[src/rtl/hls_saturation_enmul_pipe.sv]
// Pipelined unsigned multiplier with right shift and saturation to OUT_W bits.
// Optional round-half-up on the shift: define HLS_SAT_ENMUL_ROUND_EN.
module hls_saturation_enmul_pipe #(
  parameter int A_W       = 19,
  parameter int B_W       = 8,
  parameter int OUT_W     = 27,
  parameter int SHIFT     = 0,
  parameter int NUM_STAGE = 3
) (
  input  logic             ap_clk,
  input  logic             ap_rst,
  input  logic             in_valid,
  output logic             in_ready,
  input  logic [A_W-1:0]   din0,
  input  logic [B_W-1:0]   din1,
  output logic             out_valid,
  input  logic             out_ready,
  output logic [OUT_W-1:0] dout,
  output logic             sat_flag,
  input  logic             sat_clr,
  output logic [15:0]      sat_count
);

  localparam int PW = A_W + B_W;

  logic             ce;
  logic [PW-1:0]    prod;
  logic [PW-1:0]    prod_pipe [1:NUM_STAGE-1];
  logic [NUM_STAGE:1] valid_pipe;
  logic [PW:0]      s_full;
  logic             sat;
  logic [OUT_W-1:0] dout_reg;
  logic             sat_reg;
  logic [15:0]      sat_count_reg;

  // One enable for the whole pipe: it only stalls when the output slot is full.
  assign ce        = !out_valid || out_ready;
  assign in_ready  = ce;
  assign out_valid = valid_pipe[NUM_STAGE];
  assign prod      = PW'(din0) * PW'(din1);

  always_ff @(posedge ap_clk) begin
    if (ap_rst) begin
      valid_pipe <= '0;
    end else if (ce) begin
      valid_pipe <= {valid_pipe[NUM_STAGE-1:1], in_valid};
    end
  end

  // Product stages carry no reset; their contents only matter when valid.
  always_ff @(posedge ap_clk) begin
    if (ce) begin
      prod_pipe[1] <= prod;
      for (int i = 2; i < NUM_STAGE; i++) begin
        prod_pipe[i] <= prod_pipe[i-1];
      end
    end
  end

  generate
`ifdef HLS_SAT_ENMUL_ROUND_EN
    if (SHIFT > 0) begin : g_round
      localparam logic [PW:0] HALF = (PW+1)'(1) << (SHIFT - 1);
      assign s_full = ({1'b0, prod_pipe[NUM_STAGE-1]} + HALF) >> SHIFT;
    end else begin : g_trunc
      assign s_full = {1'b0, prod_pipe[NUM_STAGE-1] >> SHIFT};
    end
`else
    if (1) begin : g_trunc
      assign s_full = {1'b0, prod_pipe[NUM_STAGE-1] >> SHIFT};
    end
`endif
  endgenerate

  assign sat = |s_full[PW:OUT_W];

  // Output register loads only with a valid result so dout stays 0 after reset.
  always_ff @(posedge ap_clk) begin
    if (ap_rst) begin
      dout_reg <= '0;
      sat_reg  <= 1'b0;
    end else if (ce && valid_pipe[NUM_STAGE-1]) begin
      dout_reg <= sat ? {OUT_W{1'b1}} : s_full[OUT_W-1:0];
      sat_reg  <= sat;
    end
  end

  always_ff @(posedge ap_clk) begin
    if (ap_rst || sat_clr) begin
      sat_count_reg <= '0;
    end else if (out_valid && out_ready && sat_reg && (sat_count_reg != 16'hFFFF)) begin
      sat_count_reg <= sat_count_reg + 16'd1;
    end
  end

  assign dout      = dout_reg;
  assign sat_flag  = sat_reg;
  assign sat_count = sat_count_reg;

endmodule

[config.mk]
export PLATFORM = sky130hd
export DESIGN_NAME = hls_saturation_enmul_pipe
export DESIGN_NICKNAME = d
export VERILOG_FILES = /design/src/rtl/hls_saturation_enmul_pipe.sv
export SDC_FILE = /design/constraint.sdc
export NUM_CORES = 1
export LEC_CHECK = 0
export CAP_MARGIN = 15
export CORE_MARGIN = 2
export CORE_UTILIZATION = 43
export CTS_CLUSTER_DIAMETER = 150
export DETAILED_ROUTE_END_ITERATION = 8
export PLACE_DENSITY = 0.62
export SETUP_SLACK_MARGIN = 0.4
export SLEW_MARGIN = 0
export SYNTH_ARGS = -nofsm -noshare
export SYNTH_HDL_FRONTEND = slang
export SYNTH_SLANG_ARGS = --single-unit
[constraint.sdc]
create_clock -name ap_clk -period 5.5 [get_ports ap_clk]
set_input_delay 1.1 -clock ap_clk [delete_from_list [all_inputs] [get_ports ap_clk]]
set_output_delay 1.1 -clock ap_clk [all_outputs]
set_load 0.1 [all_outputs]
* Word-level counts from Yosys, hierarchy flattened
Memories as Yosys holds them, arrays and structs flattened. A register that Yosys moved wholly into a read port is not among the register bits.
Cells that the tools add are included.
** Storage, ports and cells
- Flip-flop bits (word level) :: 3
- Input bits :: 32
- Memories :: 1
- Memory bits (writable) :: 54
- Word-level logic and storage cells :: 8
- Output and inout port bits :: 46
** Operators by class
- Reductions and logical operators :: 3
- $mul :: 1
- Muxes and demuxes :: 2
** Memories
- prod_pipe :: words 2, bits a word 27, read ports 2, clocked after Yosys merged registers in 1, wr ports 2, RTL line 28 : logic [PW-1:0] prod_pipe [1:NUM_STAGE-1];
** Operators with widths (number)
- $mul A19 B8 Y27 :: 1
- $mux W1 :: 2
- $logic_and A1 B1 Y1 :: 1
- $logic_not A1 Y1 :: 1
- $logic_or A1 B1 Y1 :: 1

* Depth between registers and ports, before layout
Gate-level depths: netlist (run 1).
- Depth in word-level cells :: 4
- Mapped depth :: 18

* Least setup slack after synthesis (run 1)
Ideal clock, no wire load.
- Path type :: in2reg
- Start point :: input din1[2]
- End point :: memory prod_pipe[1][24] (netlist name) (data pin)
- Cell stages on the path :: 16
- Required time :: 5.240 ns
- Library setup time :: 0.260 ns
- Setup slack :: 0.389 ns
- Arrival :: 4.850 ns
- Cells stage by stage :: clkbuf_1 -> nand2_1 -> fa_1 -> fa_1 -> inv_1 -> fa_1 -> inv_1 -> fa_1 -> inv_1 -> ha_1 -> a21o_1 -> a31oi_2 -> a21oi_2 -> o211a_4 -> a311oi_2 -> xnor2_1
** RTL lines
- from (decl) :: RTL line 15 : input logic [B_W-1:0] din1,
- to (decl) :: RTL line 28

==> results of run 1 <==
==> power by group <==
group	leakage (nW)	internal, mW	switching, mW
Sequential	0.820	1.00	0.0499
Clock	0.148	0.393	0.213
Combinational	3.40	1.58	1.71
Total	4.36	2.98	1.98
==> worst max-delay path by stage <==
stage	startpoint	cells past startpoint	slack [ns]	to
3_3_place_gp	din1[3]	15	-0.17	prod_pipe[1][25]
5_1_grt	din0[4]	16	0.41	prod_pipe[1][24]
3_5_place_dp	din1[3]	17	-0.27	prod_pipe[1][26]
6_report	din1[6]	16	0.54	prod_pipe[1][26]
4_1_cts	din0[7]	15	0.41	prod_pipe[1][25]
2_1_floorplan	din1[3]	16	0.42	prod_pipe[1][24]
==> layout by cell type (no fill, tap or decap), types with 3 or more instances in the layout <==
| cell type | instances |
|---|---|
| ha_1 | 39 |
| dfxtp_1 | 30 |
| dlygate4sd2_1 | 11 |
| a21oi_2 | 10 |
| a21oi_1 | 35 |
| buf_4 | 84 |
| o21ai_0 | 8 |
| conb_1 | 17 |
| o21ai_2 | 4 |
| nand4_1 | 5 |
| xor2_1 | 8 |
| dlymetal6s2s_1 | 4 |
| o21a_1 | 4 |
| nand3_1 | 6 |
| nor2_1 | 19 |
| clkbuf_2 | 5 |
| and2_1 | 114 |
| ha_4 | 7 |
| edfxtp_1 | 54 |
| clkbuf_16 | 9 |
| fa_1 | 95 |
| a21o_1 | 6 |
| inv_1 | 97 |
| clkdlybuf4s50_1 | 36 |
| nand2_1 | 110 |
| a311oi_2 | 3 |
| buf_6 | 6 |
| fa_2 | 7 |
| buf_12 | 4 |
| a211oi_1 | 3 |
| xnor2_1 | 13 |
==> worst reg2reg max path, cell delays in order, from the launching register on <==
cell and delay, ns:
dfxtp_1 0.30, nor2b_1 0.17, inv_2 0.08, buf_4 0.53, and2_1 0.78, nand2_1 0.19
a21oi_1 0.17
==> cells in the mapped netlist (all sizes together) <==
master   instances
a21o             6
nand2          111
nand3            8
a211o            1
nor2b            3
o311ai           1
fa             102
or2              2
dfxtp           30
ha              47
edfxtp          54
o2111ai          2
and2           117
inv             98
nand2b           1
a31oi            3
a31o             1
a41oi            1
mux2             2
a32oi            1
a221oi           2
nand4            5
o21a             4
clkbuf          14
a21oi           46
nor3             2
a311oi           3
nor2            20
buf             26
xnor2           13
o211a            2
o21ai           12
o31ai            1
conb             1
o221ai           1
o21bai           2
a211oi           4
nor4             2
and3             2
xor2             8
and4             1
nor3b            1
==> layout make-up <==
type                            instances  share of cell area [%]
Tap cell                              225                    2.90
Clock buffer                           10                    2.36
Inverter                               98                    3.79
Timing Repair Buffer                  154                    14.1
Clock inverter                          5                   0.799
Multi-Input combinational cell        557                    53.2
Sequential cell                        84                    22.9
==> per-stage QoR <==
step | area (µm²) | instances | TNS (ns)
2_1_floorplan | 7740 | 779 | 0
3_3_place_gp | 9080 | 1109 | -1.23
3_5_place_dp | 9080 | 1109 | -1.85
4_1_cts | 9560 | 1131 | 0
5_1_grt | 9710 | 1133 | 0
6_report | 9710 | 1133 | 0
==> routing by layer <==
metal	share of wire [%]	track usage (%)
met5	0	0
met2	49	29.9
met1	46	23.3
met3	3.2	1.66
met4	1.8	5.27
==> cell families after synthesis <==
family	synth area share, %
multiplexers	0.293
AND/OR/NAND/NOR	18.2
XOR/XNOR	2.40
buffers and inverters	7.71
other	0.0488
adder cells (fa/ha/maj)	34.3
flip-flops	28.9
AO/OA/AOI/OAI	8.15
==> repair_timing <==
action | in CTS | in global routing
gates cloned | 1 | 0
gates resized for setup | 49 | 43
pin swaps | 17 | 25
setup endpoints to repair | 15 | 13
buffers inserted | 6 | 2
==> reports/metrics.yaml, run 1 <==
ff_latch_area_um2: 2220
row_count: 48
crit_family: "adder cells"
htree_levels: 3
slowest_delay_ns: 0.59
hold_path.class: "reg -> reg"
die_w_um: 138
worstSetupPathType: "in -> reg"
grt_pass1_vias: 5593
startpoint_type: "input port"
path_clk_slew_ns: 0.06
viasPerCell: 4.84
antenna_cells: 0
syn_area_um2: 7680
drcViolationCount: 0
syn2layout_area_growth_pct: 26.5
final_hold_viol_count: 0
synth_cells: 763
endpoint_kind: "flop"
worstMarginPinSlew_ns: 1.01
largest_reg_flops: 54
cts.sinks: 84
p_leak_nw: 4.36
hold_slack_ns: 0.415
min_to: "prod_pipe[2][4]"
vias: 5483
reg2reg_depth: 6
rrSetupSlack_ns: 3.18
pin_count: 78
period_needed_ns: 4.96
numPortBuffers: 59
overflow: 0
cap_violations: 0
post-place-ws_ns: -0.265
fillerInstances: 1521
multi_input_area_um2: 5170
drive_above_1_share_pct: 19.3
cp_max_fo: 9
coreArea_um2: 17400
drt-total-wl_um: 15600
slew_violations: 0
dieArea_um2: 18900
dieHeight_um: 138
skew_ns: 0.00318
max_freq_mhz: 202
synth_top_area_share_pct: 26.6
hold_path_startpoint: "prod_pipe[1][4]"
r2r_end: "dout[24]"
clk_latency_ns: 0.32
setup_ws_ns: 0.542
power_density_nw_per_um2: 510
path_cells: "dlygate4sd2_1 -> buf_12 -> buf_6 -> and2_4 -> fa_2 -> fa_1 -> fa_2 -> fa_1 -> ha_4 -> buf_4 -> buf_4 -> nand2_2 -> nor2_1 -> and2_1 -> a221oi_2 -> xnor2_1"
seq_area_frac_synth_pct: 28.9
final_antenna_net_count: 0
totalPowerFinal_mw: 4.95
setup_violations: 0
reg2reg_from: "valid_pipe[3]"
synth_top_cell_by_area: "fa_1"
whs_path_depth: 0
crit_required_ns: 5.57
finish.utilization_pct: 56.0
cp_num_buf_inv: 5
clk_path_buf_depth: 2
root_buffer: "clkbuf_16"
fin_nets: 1085
hpwlAfterDp_um: 12700
wire_per_inst_um: 13.8
drtIter0Drc: 206
track_usage_pct: 17.4
start_util_pct: 44.2
antenna_found_initial: 0
cts_tree: "built"
dr.pass1.iters: 4
ctsHoldBuffers: 0
slowest_stage: "fa_2"
globalplace.congestion: 0.873
cts_buffers: 9
avgSynthCellArea_um2: 10.1
synth_area_leaders: "fa_1, edfxtp_1, and2_1"
period_share_pct: 90.2
rsz0062_at_grt: "false"
ys_types: 55
outcome: "completed"
maxSlewHeadroom_pct: 32.7
ys_warn_count: 0
ys_seq_elements: 84
grt_max_degree: 59
arrival_ns: 5.03
ir_worst_vdd_mv: 0.418
grt_pass1_wl_um: 26400
Power figures use the tool's default switching activity.
==> run 2, diff against run 1 <==
- CORE_UTILIZATION: 43 -> 50
- PLACE_DENSITY: 0.62 -> 0.71
- clock period: 5.5 -> 4.6 ns (I/O delays scaled with it)
==> run 2 against run 1 <==
Compared with the run above: the run now ends with negative setup slack left; register-to-register slack worse by 0.87 ns; global-route usage up 5.9 points; first-iteration DRC count rose by 12%; core utilization increased by 14 points; flip-flop and latch count did not move; setup slack got worse by 0.60 ns; critical path type unchanged; largest power group unchanged.
==> reports/metrics.yaml, run 2 (synthesis gave the netlist of run 1 again) <==
reg2reg_from: "valid_pipe[3]"
maxSlewHeadroom_pct: 33.0  # +0.29 points
drt-total-wl_um: 18300  # +17%
grt-busiest-layer: "met2"
design_area_um2: 10600  # +8.9%
dieHeight_um: 128  # -7.1%
grt_pass1_wl_um: 30300  # +15%
r2r_end: "dout[0]"
numPortBuffers: 59  # unchanged
die_w_um: 128  # -7.1%
crit_family: "adder cells"
path_cells: "buf_12 -> buf_12 -> buf_8 -> and2_4 -> fa_1 -> fa_1 -> fa_1 -> inv_1 -> fa_1 -> inv_2 -> ha_4 -> a21o_1 -> nor4_2 -> nand3_2 -> and2_4 -> a311oi_2 -> xnor2_1"
period_share_pct: 101
grt_pass1_vias: 6193  # +11%
skew_ns: 0.00193  # -0.00124 ns
totalPowerFinal_mw: 6.90  # +39%
violations: "negative setup slack"
final_common_cell: "buf_4"
path_clk_slew_ns: 0.06  # about the same
grt_use_met2_pct: 41.0  # +11 points
worstMarginPinSlew_ns: 1.00  # -0.00440 ns
power_density_nw_per_um2: 652  # +28%
clk_latency_ns: 0.33  # about the same
track_usage_pct: 23.3  # +5.9 points
cp_num_buf_inv: 5  # unchanged
viasPerCell: 5.20  # +7.5%
whs_path_depth: 0  # unchanged
rrSetupSlack_ns: 2.31  # -0.87 ns
final_hold_viol_count: 0  # unchanged
coreArea_um2: 15100  # -13%
fin_nets: 1129  # +4.1%
setup_ws_ns: -0.0599  # -0.602 ns
row_count: 45  # -6.3%
wire_per_inst_um: 16.0  # +16%
dpl.cell_count: 1090  # -1.7%
pin_count: 78  # unchanged
startpoint_type: "input port"
hold_path.class: "reg -> reg"
instances_no_fill: 1140  # +0.62%
grt_max_degree: 57  # -3.4%
grtUsageMet1_pct: 29.5  # +6.3 points
use_met3_pct: 3.26  # +1.6 points
min_to: "prod_pipe[2][4]"
ir_worst_vdd_mv: 0.370  # -12%
drcViolationCount: 0  # unchanged
slowest_stage: "fa_1"
overflow: 0  # unchanged
rsz0062_at_grt: "true"
cts_tree: "built"
setup_tns_ns: -0.161  # -0.161 ns
slowest_delay_ns: 0.52  # -0.07 ns
hpwlAfterDp_um: 12600  # -0.78%
cts.sinks: 84  # unchanged
root_buffer: "clkbuf_16"
syn2layout_area_growth_pct: 37.8
dieArea_um2: 16400  # -14%
cap_violations: 0  # unchanged
final_antenna_net_count: 0  # unchanged
drtIter0Drc: 231  # +12%
final_cell_mix: "buf_4, nand2_1, and2_1"
endpoint_kind: "flop"
clk_path_buf_depth: 2  # unchanged
cts_buffers: 9  # unchanged
vias: 5931  # +8.2%
p_leak_nw: 4.72  # +8.2%
antenna_found_initial: 0  # unchanged
crit_required_ns: 4.68  # -0.89 ns
fillerInstances: 1065  # -30%
placed_area_um2: 9330  # +2.7%
drive_above_1_share_pct: 31.0  # +12 points
antenna_cells: 0  # unchanged
setup_violations: 6  # +6
arrival_ns: 4.74  # -0.29 ns
reg2reg_depth: 6  # unchanged
hold_path_startpoint: "prod_pipe[1][4]"
period_needed_ns: 4.66
start_util_pct: 50.9  # +6.6 points
max_freq_mhz: 215
cp_max_fo: 6  # -3
dr.pass1.iters: 5  # +1
globalplace.congestion: 0.920  # +5.4%
post-place-ws_ns: -0.827  # -0.561 ns
htree_levels: 3  # unchanged
outcome: "complete, but fails checks"
slew_violations: 0  # unchanged
largest_reg_flops: 54  # unchanged
worstSetupPathType: "in -> reg"
crit_top_cell: "fa_1"
[run 2: what timing repair did]
item | in CTS | in global routing
resized for setup | 184 | 43
pin swaps | 75 | 38
setup endpoints to repair | 20 | 19
buffers inserted | 24 | 4
cloned | 7 | 0
hold buffers | 0 | 0
[run 2: area by class of cell]
class,count,area [µm²],share of cell area [%]
clock buffers,9,225,2.13
clock inverters,6,80.1,0.757
inverters,98,368,3.48
multi-input cells,557,5540,52.4
flip-flops and latches,84,2220,21.0
well taps,188,235,2.22
repair buffers,198,1910,18.0
[run 2: how the worst max path moves through the flow]
stage / cells past startpoint / to / slack, ns / from
after floorplan: 16 / prod_pipe[1][20] / -0.08 / din1[4]
after global placement: 14 / prod_pipe[1][26] / -0.79 / din0[3]
after detailed placement: 16 / prod_pipe[1][25] / -0.83 / din0[4]
after CTS: 17 / prod_pipe[1][23] / -0.07 / din1[6]
after global routing: 17 / prod_pipe[1][25] / -0.20 / din1[7]
final: 17 / prod_pipe[1][25] / -0.06 / din1[7]
[run 2: power by group]
group          total (mW)  switching [mW]  leakage, nW  internal (mW)
Clock               0.724           0.257        0.146          0.467
Sequential           1.26          0.0604        0.820           1.20
Combinational        4.92            2.44         3.76           2.48
[run 2: metal layers]
| layer | share of wire [%] | vias to the layer above | wire length [µm] |
|---|---|---|---|
| met1 | 42 | 2913 | 7720 |
| met4 | 3.0 | 0 | 557 |
| met5 | 0 | - | 0 |
| li1 | - | 2784 | - |
| met2 | 50 | 189 | 9210 |
| met3 | 4.4 | 45 | 805 |
[run 2: worst reg2reg max path: cells and delay by family, from the launching register on]
family,cells,cell delay [ns]
buf+inv,2,0.61
compound gates,1,0.19
simple gates,3,1.09
flops,1,0.30
[run 2: stage by stage]
| stage | hold WS (ns) | util [%] |
|---|---|---|
| 2_1_floorplan | 0.400 | - |
| 3_3_place_gp | 0.401 | 61.8 |
| 3_5_place_dp | 0.405 | 61.8 |
| 4_1_cts | 0.416 | 68.6 |
| 5_1_grt | 0.421 | 70.1 |
| 6_report | 0.417 | 70.1 |
==> run 3, diff against run 2 <==
- clock period: 4.6 -> 5.27 ns (I/O delays scaled with it)
==> run 3 against run 2 <==
Compared with the run above: the run now ends clean; die area unchanged; sequential share of layout area increased by 0.64 points; sequential power decreased by 12%; total power decreased by 13%; setup slack improved by 0.43 ns; critical endpoint unchanged; largest cell class unchanged; largest power group unchanged; highest routed layer unchanged.
==> reports/metrics.yaml, run 3 (synthesis gave the netlist of run 1 again) <==
outcome: "completed"
grt_pass1_vias: 6207  # +0.23%
cts.sinks: 84  # unchanged
antenna_found_initial: 0  # unchanged
drcViolationCount: 0  # unchanged
dieHeight_um: 128  # unchanged
rrSetupSlack_ns: 2.98  # +0.67 ns
setup_violations: 0  # -6
drive_above_1_share_pct: 28.1  # -2.9 points
cap_violations: 0  # unchanged
skew_ns: 0.00622  # +0.00429 ns
root_buffer: "clkbuf_16"
setup_ws_ns: 0.374  # +0.434 ns
grt_pass1_wl_um: 29200  # -3.6%
maxSlewHeadroom_pct: 33.4  # +0.39 points
clk_latency_ns: 0.33  # about the same
reg2reg_depth: 6  # unchanged
hpwlAfterDp_um: 12400  # -2.3%
slowest_delay_ns: 0.62  # +0.10 ns
totalPowerFinal_mw: 5.99  # -13%
track_usage_pct: 22.3  # -0.97 points
cp_num_buf_inv: 5  # unchanged
final_hold_viol_count: 0  # unchanged
arrival_ns: 4.97  # +0.23 ns
design_area_um2: 10300  # -3.0%
period_needed_ns: 4.90
antenna_cells: 0  # unchanged
path_depth: 16  # -1
crit_family: "adder cells"
crit_path_start: "din1[7]"
cts_tree: "built"
startpoint_type: "input port"
post-place-ws_ns: -0.379  # +0.448 ns
ff_latch_area_um2: 2220  # unchanged
overflow: 0  # unchanged
rsz0062_at_grt: "true"
vias: 5851  # -1.3%
path_clk_slew_ns: 0.06  # about the same
grt_max_degree: 59  # +3.5%
fin_nets: 1122  # -0.62%
htree_levels: 3  # unchanged
dieArea_um2: 16400  # unchanged
final_antenna_net_count: 0  # unchanged
r2r_end: "dout[0]"
dpl.cell_count: 1086  # -0.37%
largest_reg_flops: 54  # unchanged
hold_path.class: "reg -> reg"
whs_path_depth: 0  # unchanged
coreArea_um2: 15100  # unchanged
globalplace.congestion: 0.863  # -6.2%
setup_tns_ns: 0  # +0.161 ns
cts_buffers: 9  # unchanged
drt-total-wl_um: 17700  # -3.2%
placed_area_um2: 9170  # -1.8%
multi_input_area_um2: 5430  # -2.0%
ctsHoldBuffers: 0  # unchanged
pin_count: 78  # unchanged
worstSetupPathType: "in -> reg"
ir_worst_vdd_mv: 0.338  # -8.6%
reg2reg_from: "valid_pipe[3]"
viasPerCell: 5.16  # -0.83%
final_common_cell: "buf_4"
max_freq_mhz: 204
slowest_stage: "fa_2"
row_count: 45  # unchanged
endpoint_kind: "flop"
clk_path_buf_depth: 2  # unchanged
path_cells: "buf_6 -> buf_6 -> buf_6 -> and2_4 -> fa_1 -> fa_1 -> fa_1 -> fa_2 -> ha_4 -> buf_4 -> nand4_1 -> buf_4 -> nor2_1 -> a31o_1 -> a311oi_2 -> xnor2_1"
instances_no_fill: 1134  # -0.53%
final_cell_mix: "buf_4, and2_1, nand2_1"
crit_required_ns: 5.34  # +0.66 ns
cp-endpoint: "prod_pipe[1][25]"
numPortBuffers: 59  # unchanged
worstMarginPinSlew_ns: 0.996  # -0.00582 ns
wire_per_inst_um: 15.6  # -2.6%
slew_violations: 0  # unchanged
power_density_nw_per_um2: 583  # -11%
dr.pass1.iters: 4  # -1
fillerInstances: 1071  # +0.56%
period_share_pct: 92.9
hold_path_startpoint: "prod_pipe[1][1]"
cp_max_fo: 5  # -1
start_util_pct: 50.9  # unchanged
p_leak_nw: 4.58  # -3.0%
die_w_um: 128  # unchanged
syn2layout_area_growth_pct: 33.7
drtIter0Drc: 212  # -8.2%
[run 3: worst min-delay path by stage]
stage	slack, ns	end
finish	0.42	prod_pipe[2][1]
CTS	0.42	prod_pipe[2][1]
floorplan	0.40	prod_pipe[2][0]
global placement	0.40	prod_pipe[2][5]
global route	0.43	prod_pipe[2][1]
detailed placement	0.40	prod_pipe[2][1]
[run 3: area by class of cell]
| class | instances | area share (%) |
|---|---|---|
| Multi-Input combinational cell | 557 | 52.9 |
| Sequential cell | 84 | 21.6 |
| Timing Repair Buffer | 191 | 16.6 |
| Inverter | 98 | 3.58 |
| Tap cell | 188 | 2.29 |
| Clock buffer | 11 | 2.27 |
| Clock inverter | 5 | 0.743 |
[run 3: timing repair]
| action | 4_1_cts | 5_1_grt |
|---|---|---|
| setup buffers | 21 | 8 |
| cloned | 3 | 0 |
| setup endpoints to repair | 16 | 15 |
| resized for setup | 115 | 77 |
| pin swaps | 67 | 58 |
| hold endpoints to repair | 0 | 0 |
[run 3: metal layers]
metal / routed length, µm / global-route usage [%]
met5: 0 / 0
met4: 654 / 9.63
met3: 584 / 2.71
met1: 7370 / 27.0
met2: 9110 / 40.2
[run 3: power by group]
group	switching [mW]	internal [mW]
Combinational	2.17	2.07
Sequential	0.0620	1.05
Clock	0.225	0.412
Total	2.46	3.53
[run 3: through the flow]
step	util, %	hold slack (ns)
finish	68.0	0.417
global route	68.0	0.427
CTS	66.5	0.418
detailed placement	60.7	0.405
global placement	60.7	0.402
floorplan	-	0.400
